==> src/rtl/mem_arbiter_if.sv <==
// mem_arbiter_if: requester-side and memory-side buses of the cache/memory arbiter.
// master = the arbiter's view; slave = the caches and Data_Memory seen from outside.
interface mem_arbiter_if #(
   parameter int ADDR_W = 32,
   parameter int LINE_W = 256
);
   logic              p0_enable_i;
   logic              p0_write_i;
   logic [ADDR_W-1:0] p0_addr_i;
   logic [LINE_W-1:0] p0_data_i;
   logic              p0_ack_o;
   logic [LINE_W-1:0] p0_data_o;

   logic              p1_enable_i;
   logic              p1_write_i;
   logic [ADDR_W-1:0] p1_addr_i;
   logic [LINE_W-1:0] p1_data_i;
   logic              p1_ack_o;
   logic [LINE_W-1:0] p1_data_o;

   logic              mem_enable_o;
   logic              mem_write_o;
   logic [ADDR_W-1:0] mem_addr_o;
   logic [LINE_W-1:0] mem_data_o;
   logic              mem_ack_i;
   logic [LINE_W-1:0] mem_data_i;

   logic              busy_o;
   logic              timeout_o;

   modport master (
      input  p0_enable_i, p0_write_i, p0_addr_i, p0_data_i,
      output p0_ack_o, p0_data_o,
      input  p1_enable_i, p1_write_i, p1_addr_i, p1_data_i,
      output p1_ack_o, p1_data_o,
      output mem_enable_o, mem_write_o, mem_addr_o, mem_data_o,
      input  mem_ack_i, mem_data_i,
      output busy_o, timeout_o
   );

   modport slave (
      output p0_enable_i, p0_write_i, p0_addr_i, p0_data_i,
      input  p0_ack_o, p0_data_o,
      output p1_enable_i, p1_write_i, p1_addr_i, p1_data_i,
      input  p1_ack_o, p1_data_o,
      input  mem_enable_o, mem_write_o, mem_addr_o, mem_data_o,
      output mem_ack_i, mem_data_i,
      input  busy_o, timeout_o
   );
endinterface

==> src/rtl/mem_arbiter.sv <==
// mem_arbiter: shares the single 256-bit Data_Memory port between the I-cache
// (port 0) and the D-cache (port 1), one transaction at a time, all outputs
// registered. Default arbitration is fixed priority (port 1 wins); defining
// MEM_ARBITER_RR_EN switches to round-robin on simultaneous requests.
module mem_arbiter #(
   parameter int ADDR_W         = 32,
   parameter int LINE_W         = 256,
   parameter int TIMEOUT_CYCLES = 64
) (
   input  logic          clk_i,
   input  logic          rst_i,
   mem_arbiter_if.master bus
);

   localparam int               CNT_W  = (TIMEOUT_CYCLES > 0) ? $clog2(TIMEOUT_CYCLES + 1) : 1;
   localparam logic [CNT_W-1:0] TO_VAL = CNT_W'(TIMEOUT_CYCLES);

   typedef enum logic [1:0] {S_IDLE, S_WAIT, S_RESP, S_HOLD} state_t;

   state_t            state_q, state_d;
   logic              owner_q, owner_d;
   logic [CNT_W-1:0]  cnt_q, cnt_d;
   logic              timeout_q, timeout_d;
   logic              busy_q, busy_d;
   logic              mem_en_q, mem_en_d;
   logic              mem_wr_q, mem_wr_d;
   logic [ADDR_W-1:0] mem_addr_q, mem_addr_d;
   logic [LINE_W-1:0] mem_data_q, mem_data_d;
   logic              p0_ack_q, p0_ack_d;
   logic              p1_ack_q, p1_ack_d;
   logic [LINE_W-1:0] p0_data_q, p0_data_d;
   logic [LINE_W-1:0] p1_data_q, p1_data_d;
   logic              win;

`ifdef MEM_ARBITER_RR_EN
   logic              last_grant_q, last_grant_d;

   // Winner: on a tie the port that was not granted last time goes first
   always_comb begin
      win = bus.p1_enable_i & (~bus.p0_enable_i | ~last_grant_q);
   end

   // Remember the most recent grant; only moves when a grant is issued
   always_comb begin
      last_grant_d = last_grant_q;
      if (state_q == S_IDLE && (bus.p0_enable_i || bus.p1_enable_i)) last_grant_d = win;
   end

   // Round-robin history register
   always_ff @(posedge clk_i or negedge rst_i) begin
      if (!rst_i) last_grant_q <= 1'b0;
      else        last_grant_q <= last_grant_d;
   end
`else
   // Winner: the D-cache always beats the I-cache
   always_comb begin
      win = bus.p1_enable_i;
   end
`endif

   // Next-state and registered-output computation for the transaction FSM
   always_comb begin
      state_d    = state_q;
      owner_d    = owner_q;
      cnt_d      = cnt_q;
      timeout_d  = timeout_q;
      mem_en_d   = mem_en_q;
      mem_wr_d   = mem_wr_q;
      mem_addr_d = mem_addr_q;
      mem_data_d = mem_data_q;
      p0_ack_d   = 1'b0;
      p1_ack_d   = 1'b0;
      p0_data_d  = p0_data_q;
      p1_data_d  = p1_data_q;
      case (state_q)
         S_IDLE: begin
            if (bus.p0_enable_i || bus.p1_enable_i) begin
               owner_d    = win;
               mem_en_d   = 1'b1;
               mem_wr_d   = win ? bus.p1_write_i : bus.p0_write_i;
               mem_addr_d = win ? bus.p1_addr_i  : bus.p0_addr_i;
               mem_data_d = win ? bus.p1_data_i  : bus.p0_data_i;
               cnt_d      = '0;
               state_d    = S_WAIT;
            end
         end
         S_WAIT: begin
            // counter saturates at all-ones, which is never below TO_VAL
            if (cnt_q != '1) cnt_d = cnt_q + 1'b1;
            if (TIMEOUT_CYCLES != 0 && cnt_d >= TO_VAL) timeout_d = 1'b1;
            if (bus.mem_ack_i) begin
               mem_en_d = 1'b0;
               mem_wr_d = 1'b0;
               if (owner_q) p1_ack_d = 1'b1;
               else         p0_ack_d = 1'b1;
               // the read line is only captured for reads; writes leave data_o alone
               if (!mem_wr_q) begin
                  if (owner_q) p1_data_d = bus.mem_data_i;
                  else         p0_data_d = bus.mem_data_i;
               end
               state_d = S_RESP;
            end
         end
         S_RESP: state_d = S_HOLD;
         // dead cycle: lets the owner drop enable before the next arbitration
         S_HOLD: state_d = S_IDLE;
         default: state_d = S_IDLE;
      endcase
      busy_d = (state_d != S_IDLE);
   end

   // State and output registers; reset abandons any transaction in flight
   always_ff @(posedge clk_i or negedge rst_i) begin
      if (!rst_i) begin
         state_q    <= S_IDLE;
         owner_q    <= 1'b0;
         cnt_q      <= '0;
         timeout_q  <= 1'b0;
         busy_q     <= 1'b0;
         mem_en_q   <= 1'b0;
         mem_wr_q   <= 1'b0;
         mem_addr_q <= '0;
         mem_data_q <= '0;
         p0_ack_q   <= 1'b0;
         p1_ack_q   <= 1'b0;
         p0_data_q  <= '0;
         p1_data_q  <= '0;
      end else begin
         state_q    <= state_d;
         owner_q    <= owner_d;
         cnt_q      <= cnt_d;
         timeout_q  <= timeout_d;
         busy_q     <= busy_d;
         mem_en_q   <= mem_en_d;
         mem_wr_q   <= mem_wr_d;
         mem_addr_q <= mem_addr_d;
         mem_data_q <= mem_data_d;
         p0_ack_q   <= p0_ack_d;
         p1_ack_q   <= p1_ack_d;
         p0_data_q  <= p0_data_d;
         p1_data_q  <= p1_data_d;
      end
   end

   assign bus.mem_enable_o = mem_en_q;
   assign bus.mem_write_o  = mem_wr_q;
   assign bus.mem_addr_o   = mem_addr_q;
   assign bus.mem_data_o   = mem_data_q;
   assign bus.p0_ack_o     = p0_ack_q;
   assign bus.p1_ack_o     = p1_ack_q;
   assign bus.p0_data_o    = p0_data_q;
   assign bus.p1_data_o    = p1_data_q;
   assign bus.busy_o       = busy_q;
   assign bus.timeout_o    = timeout_q;

endmodule

==> src/flat_wrapper.sv <==
// flat-port wrapper written by rule: the top's interface ports become plain ports
module mem_arbiter_flat 
#(
   parameter int ADDR_W         = 32,
   parameter int LINE_W         = 256,
   parameter int TIMEOUT_CYCLES = 64
)
  (clk_i, rst_i, bus_p0_enable_i, bus_p0_write_i, bus_p0_addr_i, bus_p0_data_i, bus_p0_ack_o, bus_p0_data_o, bus_p1_enable_i, bus_p1_write_i, bus_p1_addr_i, bus_p1_data_i, bus_p1_ack_o, bus_p1_data_o, bus_mem_enable_o, bus_mem_write_o, bus_mem_addr_o, bus_mem_data_o, bus_mem_ack_i, bus_mem_data_i, bus_busy_o, bus_timeout_o);
  mem_arbiter_if #(.ADDR_W(ADDR_W), .LINE_W(LINE_W)) bus_i ();
  input  logic clk_i;
  input  logic rst_i;
  input wire logic [$bits(bus_i.p0_enable_i)-1:0] bus_p0_enable_i;
  input wire logic [$bits(bus_i.p0_write_i)-1:0] bus_p0_write_i;
  input wire logic [$bits(bus_i.p0_addr_i)-1:0] bus_p0_addr_i;
  input wire logic [$bits(bus_i.p0_data_i)-1:0] bus_p0_data_i;
  output wire logic [$bits(bus_i.p0_ack_o)-1:0] bus_p0_ack_o;
  output wire logic [$bits(bus_i.p0_data_o)-1:0] bus_p0_data_o;
  input wire logic [$bits(bus_i.p1_enable_i)-1:0] bus_p1_enable_i;
  input wire logic [$bits(bus_i.p1_write_i)-1:0] bus_p1_write_i;
  input wire logic [$bits(bus_i.p1_addr_i)-1:0] bus_p1_addr_i;
  input wire logic [$bits(bus_i.p1_data_i)-1:0] bus_p1_data_i;
  output wire logic [$bits(bus_i.p1_ack_o)-1:0] bus_p1_ack_o;
  output wire logic [$bits(bus_i.p1_data_o)-1:0] bus_p1_data_o;
  output wire logic [$bits(bus_i.mem_enable_o)-1:0] bus_mem_enable_o;
  output wire logic [$bits(bus_i.mem_write_o)-1:0] bus_mem_write_o;
  output wire logic [$bits(bus_i.mem_addr_o)-1:0] bus_mem_addr_o;
  output wire logic [$bits(bus_i.mem_data_o)-1:0] bus_mem_data_o;
  input wire logic [$bits(bus_i.mem_ack_i)-1:0] bus_mem_ack_i;
  input wire logic [$bits(bus_i.mem_data_i)-1:0] bus_mem_data_i;
  output wire logic [$bits(bus_i.busy_o)-1:0] bus_busy_o;
  output wire logic [$bits(bus_i.timeout_o)-1:0] bus_timeout_o;
  assign bus_i.p0_enable_i = bus_p0_enable_i;
  assign bus_i.p0_write_i = bus_p0_write_i;
  assign bus_i.p0_addr_i = bus_p0_addr_i;
  assign bus_i.p0_data_i = bus_p0_data_i;
  assign bus_p0_ack_o = bus_i.p0_ack_o;
  assign bus_p0_data_o = bus_i.p0_data_o;
  assign bus_i.p1_enable_i = bus_p1_enable_i;
  assign bus_i.p1_write_i = bus_p1_write_i;
  assign bus_i.p1_addr_i = bus_p1_addr_i;
  assign bus_i.p1_data_i = bus_p1_data_i;
  assign bus_p1_ack_o = bus_i.p1_ack_o;
  assign bus_p1_data_o = bus_i.p1_data_o;
  assign bus_mem_enable_o = bus_i.mem_enable_o;
  assign bus_mem_write_o = bus_i.mem_write_o;
  assign bus_mem_addr_o = bus_i.mem_addr_o;
  assign bus_mem_data_o = bus_i.mem_data_o;
  assign bus_i.mem_ack_i = bus_mem_ack_i;
  assign bus_i.mem_data_i = bus_mem_data_i;
  assign bus_busy_o = bus_i.busy_o;
  assign bus_timeout_o = bus_i.timeout_o;
  mem_arbiter #(.ADDR_W(ADDR_W), .LINE_W(LINE_W), .TIMEOUT_CYCLES(TIMEOUT_CYCLES)) u_core (.clk_i(clk_i), .rst_i(rst_i), .bus(bus_i));
endmodule
==> config.mk <==
export PLATFORM = sky130hd
export DESIGN_NAME = mem_arbiter_flat
export DESIGN_NICKNAME = d
export VERILOG_FILES = /design/src/rtl/mem_arbiter_if.sv /design/src/rtl/mem_arbiter.sv /design/src/flat_wrapper.sv
export SDC_FILE = /design/constraint.sdc
export NUM_CORES = 1
export LEC_CHECK = 0
export CORE_AREA = 5 5 643 645
export CTS_CLUSTER_DIAMETER = 150
export DETAILED_ROUTE_END_ITERATION = 16
export DIE_AREA = 0 0 648 650
export HOLD_SLACK_MARGIN = 0.02
export PLACE_DENSITY = 0.34
export SKIP_LAST_GASP = 1
export SLEW_MARGIN = 20
export SYNTH_ARGS = -nofsm -noshare
export SYNTH_HDL_FRONTEND = slang
export SYNTH_SLANG_ARGS = --single-unit
==> constraint.sdc <==
create_clock -name clk_i -period 1.8 [get_ports clk_i]
set_input_delay 0.45 -clock clk_i [delete_from_list [all_inputs] [get_ports clk_i]]
set_output_delay 0.45 -clock clk_i [all_outputs]
set_load 0.02 [all_outputs]
==> summary.md, run 1 <==
| Metric | Value |
|---|---|
| Antenna-violating nets left | `0` |
| Core ar. | `408000 um^2` |
| Crit Path Class | `flop to flop` |
| Drt total wl | `296 mm` |
| DRC Markers | `0` |
| Hold Path Class | `primary input to flop` |
| Share of cells above drive strength 1 | `43.7%` |
| Peak VDD IR | `0.000974 V` |
| Mapped cell area | `34200 um^2` |
| Fmax achieved | `491 MHz` |
| Largest net degree at the start of global routing | `138` |
| Max Cap Viol | `0` |
| Total power | `131 mW` |
| Period utilisation layout | `113%` |
| Pins over their slew limit | `0` |
| Worst-Margin Slew | `0.914 ns` |
| Clk sink count | `816` |
| Die Area | `421000 um^2` |
| Routability cong. | `0.938` |
| Fin crit period | `2.04 ns` |
| Root Buffer | `clkbuf_16` |
| Post-Syn Area per Cell | `14.0 um^2` |
| Top_reg_cell synth | `dfrtp_1` |
| Slew margin rel. | `39.1%` |
| Ys Warns | `0` |
| First-pass GRT wire length | `366 mm` |
| CTS tree | `yes` |
| GRT Util Overall | `13.3%` |
| Leak | `29.0 nW` |
| Die width | `648 um` |
| Clock power share | `17.9%` |
| Num CTS Buffers | `116` |
| Logic pwr share | `54.5%` |
| Pwr per Cell Area | `1930 nW/um^2` |
| Initial DRC count | `1517` |
| Fin cells | `9996` |
| Die H | `650 um` |
| DR vias/cell | `2.98` |
| Clk_skew | `0.0675 ns` |
| EDFF count, synth | `0` |
| Worst Path Max Fanout | `6` |
| Ys async rst share | `100%` |
| Top Ports | `1645` |
| Number of synthesized register bits | `816` |
| Area delta synth->final | `97.9%` |
| Seq/Total Area, Yosys | `59.7%` |
| Switching power total | `52.9 mW` |
| RSZ-0062 raised after global routing | `yes` |
| CP required | `2.55 ns` |
| Initial antenna violation count | `161` |
| Mapped Nets | `3280` |
| Startpoint types | `flop` |
| Cell row count | `235` |
| Setup tns final | `-112.52 ns` |
| Synth top area cells | `dfrtp_1 (60%), mux2_4 (11%), mux2_2 (9.0%)` |
| Failing checks | `setup timing` |
| Clock Latency Late Sink | `0.87 ns` |
| Flop pwr share | `27.6%` |
| Synthesized netlist cell count | `2440` |
| Clk buf depth | `4` |
| Outcome | `finished with violations` |
| Port Buffers | `1644` |
| CTS clk-pin slew, worst paths | `0.06 ns` |
| Finished Core Util | `16.6%` |
| Final Instance Area | `67700 um^2` |
| H-tree depth | `3` |
| Starting Density | `8.39%` |
| DP Area | `60100 um^2` |
| Vias in the first global route | `31.5k` |
| CP Data Arrival Time | `2.79 ns` |
| Element type at the critical path end | `flop` |
| Drt wl/cell | `29.6 um` |
| Final setup violation count | `1126` |
| Library cells used by synthesis | `34` |
| Hold Path Depth | `3` |
| Final Hold Fails | `0` |
| DR pass1 iterations | `5` |
| Switch share | `40.5%` |
| Placed Cells | `9517` |
| R2r worst-path depth | `7` |
| Vias | `29.8k` |
| Synth area leader | `dfrtp_1` |
| Nets@finish | `5258` |
| Grt total ovfl | `0` |
| Setup ws final | `-0.238 ns` |
| HPWL after DPL | `252 mm` |
| Pint | `77.8 mW` |
| Yosys top cell area share | `59.7%` |
[path summary, 6_finish.rpt]
check | from | endpoint | slack [ns]
worst max-delay path | u_core.state_q[1] | u_core.bus.p0_data_o[236] | -0.24
worst min-delay path | bus_p1_enable_i | u_core.owner_q | 0.18
max in group asynchronous | rst_i | u_core.bus.p1_data_o[181] | 0.64
worst max register to register | u_core.state_q[1] | u_core.bus.p0_data_o[236] | -0.24
min in group asynchronous | rst_i | u_core.bus.p0_data_o[207] | 0.32
worst min register to register | u_core.bus.mem_data_o[56] | u_core.bus.mem_data_o[56] | 0.52
[power groups by stage]
stage / clock network, mW / logic [mW] / registers, mW
2_1_floorplan: 0 / 14.5 / 43.3
3_3_place_gp: 0 / 66.3 / 34.8
3_5_place_dp: 0 / 66.4 / 34.9
4_1_cts: 24.6 / 71.1 / 36.1
5_1_grt: 25.1 / 74.9 / 37.1
6_report: 23.4 / 71.2 / 36.0
[cell usage after synthesis (2+ instances only)]
cell type    n
buf_1        2
mux2_2     273
buf_6       27
mux2i_1    290
inv_1        3
mux2_4     240
dfrtp_1    816
nor2_1       3
a21oi_1      6
a211oi_1     2
nand4_1      2
nor3_1       3
clkbuf_1   127
nand3_1      2
o21ai_0    583
and3_1       3
a31oi_1      2
nand2_1      3
buf_2       33
buf_4        2
and2_1       2
o211ai_1     2
o21bai_1     2
o311ai_1     2
[sequential cells by signal (all words and copies together) (netlist names), 2 cells and up]
signal and flops:
u_core.bus.mem_data_o 256, u_core.cnt_q 7, u_core.bus.p0_data_o 256, u_core.bus.p1_data_o 256, u_core.state_q 2, u_core.bus.mem_addr_o 32
[cell usage in the layout (no fill, tap or decap), types with 3 or more instances in the layout]
cell type | synthesis | layout
buf_8 | 0 | 11
clkinv_2 | 0 | 16
diode_2 | 0 | 39
mux2i_1 | 290 | 290
buf_16 | 0 | 9
bufinv_16 | 0 | 7
inv_1 | 3 | 3
clkbuf_8 | 0 | 20
buf_12 | 0 | 224
mux2_4 | 240 | 348
clkbuf_16 | 0 | 131
nand2_1 | 3 | 3
nor2_1 | 3 | 3
buf_4 | 2 | 311
clkinv_4 | 0 | 4
clkbuf_1 | 127 | 32
inv_6 | 0 | 4
dfrtp_2 | 0 | 61
and3_1 | 3 | 3
clkdlybuf4s50_1 | 0 | 836
dfrtp_1 | 816 | 754
buf_6 | 27 | 645
a21oi_1 | 6 | 6
mux2_2 | 273 | 165
o21ai_0 | 583 | 583
[what timing repair did]
item                       4_1_cts  5_1_grt
hold buffers                     1        0
cloned                           4       17
hold endpoints to repair       478        0
gates resized for setup       4076      176
buffers inserted               165       48
pin swaps                        0        2
setup endpoints to repair     1311     1414
[stage by stage]
step,worst slack (ns),hold slack (ns)
3_3_place_gp,-0.769,0.466
3_5_place_dp,-0.799,0.471
5_1_grt,-0.288,0.118
6_report,-0.238,0.184
4_1_cts,-0.317,0.0890
2_1_floorplan,-0.00234,0.154
[cell families after synthesis]
logic type	count (synthesis)	share of synthesized area [%]
compound gates	603	8.93
simple gates	23	0.410
flops	816	59.7
mux	803	28.0
buf+inv	194	2.87
fa+ha+maj	1	0.0366
[layer usage]
layer | global-route usage [%] | up-vias | wire [um]
met5 | 0 | - | 445
met4 | 3.07 | 66 | 8290
met3 | 5.35 | 436 | 27200
met2 | 24.8 | 1313 | 155000
met1 | 13.8 | 15196 | 105000
li1 | - | 12812 | -
[final cells by class]
class                   count  area (um^2)
multi-input cells        1430        13200
inverters                   3         11.3
flip-flops and latches    816        20500
well taps                5451         6820
clock inverters            37          467
fillers                 45306       340000
diodes                     39         97.6
clock buffers             169         3320
repair buffers           2051        23200
[worst max-delay path: stages, from the launching register on]
cell and delay [ns]:
dfrtp_1 0.38, nand3b_4 0.27, nor3_4 0.29, buf_8 0.18, buf_12 0.16, buf_12 0.16
buf_12 0.15, mux2_2 0.33
(Power assumes the default switching activity.)
==> run 2, diff against run 1 <==
clock period = 1.6 ns   (was 1.8 ns; I/O delays follow)
==> summary.md, run 2 (same netlist as run 1, synthesis figures left out) <==
| Metric | Value |
|---|---|
| Outcome | `finished with violations` |
| Failing checks | `setup timing` |
| Die H | `650 um` |
| Top Ports | `1645` |
| Die width | `648 um` |
| Buffers & Inverters on Critical Path | `5` |
| Startpoint types | `flop` |
| Worst Path Max Fanout | `6` |
| Final Hold Fails | `0` |
| Clk sink count | `816` |
| Largest net degree at the start of global routing | `145` |
| Share of cells above drive strength 1 | `45.1%` |
| Most frequent cells in the layout | `clkdlybuf4s50_1 (836), dfrtp_1 (736), buf_6 (598)` |
| Hold Slack | `0.152 ns` |
| CP required | `2.32 ns` |
| Port Buffers | `1644` |
| Most common cell after layout, fill and taps aside | `clkdlybuf4s50_1` |
| Worst-path cell chain | `nand3b_4 -> nor3_4 -> buf_12 -> buf_12 -> buf_16 -> buf_12 -> clkbuf_16 -> mux2_2` |
| CP max stage cell | `dfrtp_1` |
| Peak VDD IR | `0.00106 V` |
| Delay-heaviest family, CP | `buffers and inverters` |
| Leak | `29.8 nW` |
| Num CTS Buffers | `116` |
| Max Cap Viol | `0` |
| Worst-Margin Slew | `1.04 ns` |
| First-pass GRT wire length | `369 mm` |
| Fmax achieved | `505 MHz` |
| Crit Path Class | `flop to flop` |
| Fin crit period | `1.98 ns` |
| Setup tns final | `-325.21 ns` |
| CTS tree | `yes` |
| Total power | `151 mW` |
| Element type at the critical path end | `flop` |
| Pwr per Cell Area | `2170 nW/um^2` |
| Area delta synth->final | `103%` |
| CP Data Arrival Time | `2.70 ns` |
| Final setup violation count | `1603` |
| Initial antenna violation count | `176` |
| DR vias/cell | `3.01` |
| Die Area | `421000 um^2` |
| CTS clk-pin slew, worst paths | `0.06 ns` |
| Pins over their slew limit | `0` |
| Root Buffer | `clkbuf_16` |
| Cell row count | `235` |
| Drt total wl | `297 mm` |
| Slew margin rel. | `30.7%` |
| Starting Density | `8.39%` |
| Hold Path Class | `primary input to flop` |
| GRT Util Overall | `13.4%` |
| Initial DRC count | `1665` |
| Core ar. | `408000 um^2` |
| H-tree depth | `3` |
| Setup ws final | `-0.381 ns` |
| Clk_skew | `0.0682 ns` |
| HPWL after DPL | `254 mm` |
| RSZ-0062 raised after global routing | `yes` |
| Drt wl/cell | `29.6 um` |
| Routability cong. | `0.965` |
| Clk buf depth | `4` |
| Grt total ovfl | `0` |
| DR pass1 iterations | `5` |
| Vias in the first global route | `31.8k` |
| DRC Markers | `0` |
| Clock Latency Late Sink | `0.84 ns` |
| Period utilisation layout | `124%` |
| Vias | `30.3k` |
| Max incr delay on CP | `0.38 ns` |
| Finished Core Util | `17.0%` |
| Nets@finish | `5319` |
| Most used cell, CP | `buf_12` |
| Antenna-violating nets left | `0` |
## run 2: cell count changes in the layout (fill, tap and decap cells not counted), sizes merged
cell      before   now
buf         1200  1262
bufinv         7     6
clkbuf       183   182
clkinv        22    20
clkinvlp       2     5
diode         39    40
inv            9    11
## run 2: cell type report
class                   count  area (um^2)
multi-input cells        1430        13400
fillers                 45025       338000
well taps                5451         6820
clock buffers             169         3450
repair buffers           2112        24500
inverters                   3         11.3
clock inverters            39          429
diodes                     40          100
flip-flops and latches    816        20500
## run 2: per-stage QoR
| stage | cell area (um^2) | cells | worst slack, ns |
|---|---|---|---|
| after floorplan | 34200 | 2440 | -0.202 |
| after global placement | 61100 | 9555 | -0.877 |
| after detailed placement | 61100 | 9555 | -0.874 |
| after CTS | 67500 | 9912 | -0.447 |
| after global routing | 69300 | 10045 | -0.458 |
| final | 69300 | 10060 | -0.381 |
## run 2: worst paths after layout
check	start	endpoint	slack, ns	depth (start not counted)
worst max-delay path	u_core.state_q[1]	u_core.bus.p0_data_o[97]	-0.38	8
worst min-delay path	bus_p1_enable_i	u_core.owner_q	0.15	3
worst max register to register	u_core.state_q[1]	u_core.bus.p0_data_o[97]	-0.38	8
worst min register to register	u_core.bus.p0_data_o[76]	u_core.bus.p0_data_o[76]	0.53	1
max in group asynchronous	rst_i	u_core.bus.mem_data_o[130]	0.66	4
min in group asynchronous	rst_i	u_core.bus.p1_data_o[38]	0.30	3
## run 2: timing repair
| item | CTS | global route |
|---|---|---|
| hold buffers | 1 | 0 |
| hold endpoints to repair | 816 | 0 |
| pin swaps | 0 | 1 |
| buffers inserted | 141 | 99 |
| cloned | 9 | 15 |
| resized for setup | 3919 | 210 |
| setup endpoints to repair | 1457 | 1604 |
## run 2: worst register-to-register path: stages (launching register included)
cell,delay (ns)
dfrtp_1,0.38
nand3b_4,0.19
nor3_4,0.23
buf_12,0.18
buf_12,0.17
buf_16,0.15
buf_12,0.14
clkbuf_16,0.15
mux2_2,0.33
## run 2: where the power goes
part / total (mW) / leakage [nW] / switching (mW) / internal (mW)
combinational: 82.8 / 18.1 / 39.5 / 43.3
sequential: 41.2 / 9.81 / 9.91 / 31.3
clock: 26.7 / 1.92 / 10.8 / 15.9
total: 151 / 29.8 / 60.3 / 90.4
## run 2: metal layers
| metal | part of all wire [%] | up-vias | global-route usage [%] | wire length (um) |
|---|---|---|---|---|
| met5 | 0.23 | - | 0 | 677 |
| met4 | 2.7 | 102 | 3.15 | 7950 |
| met3 | 9.2 | 501 | 5.51 | 27400 |
| met2 | 52 | 1316 | 24.4 | 153000 |
| met1 | 36 | 15456 | 14.3 | 108000 |
| li1 | - | 12939 | - | - |
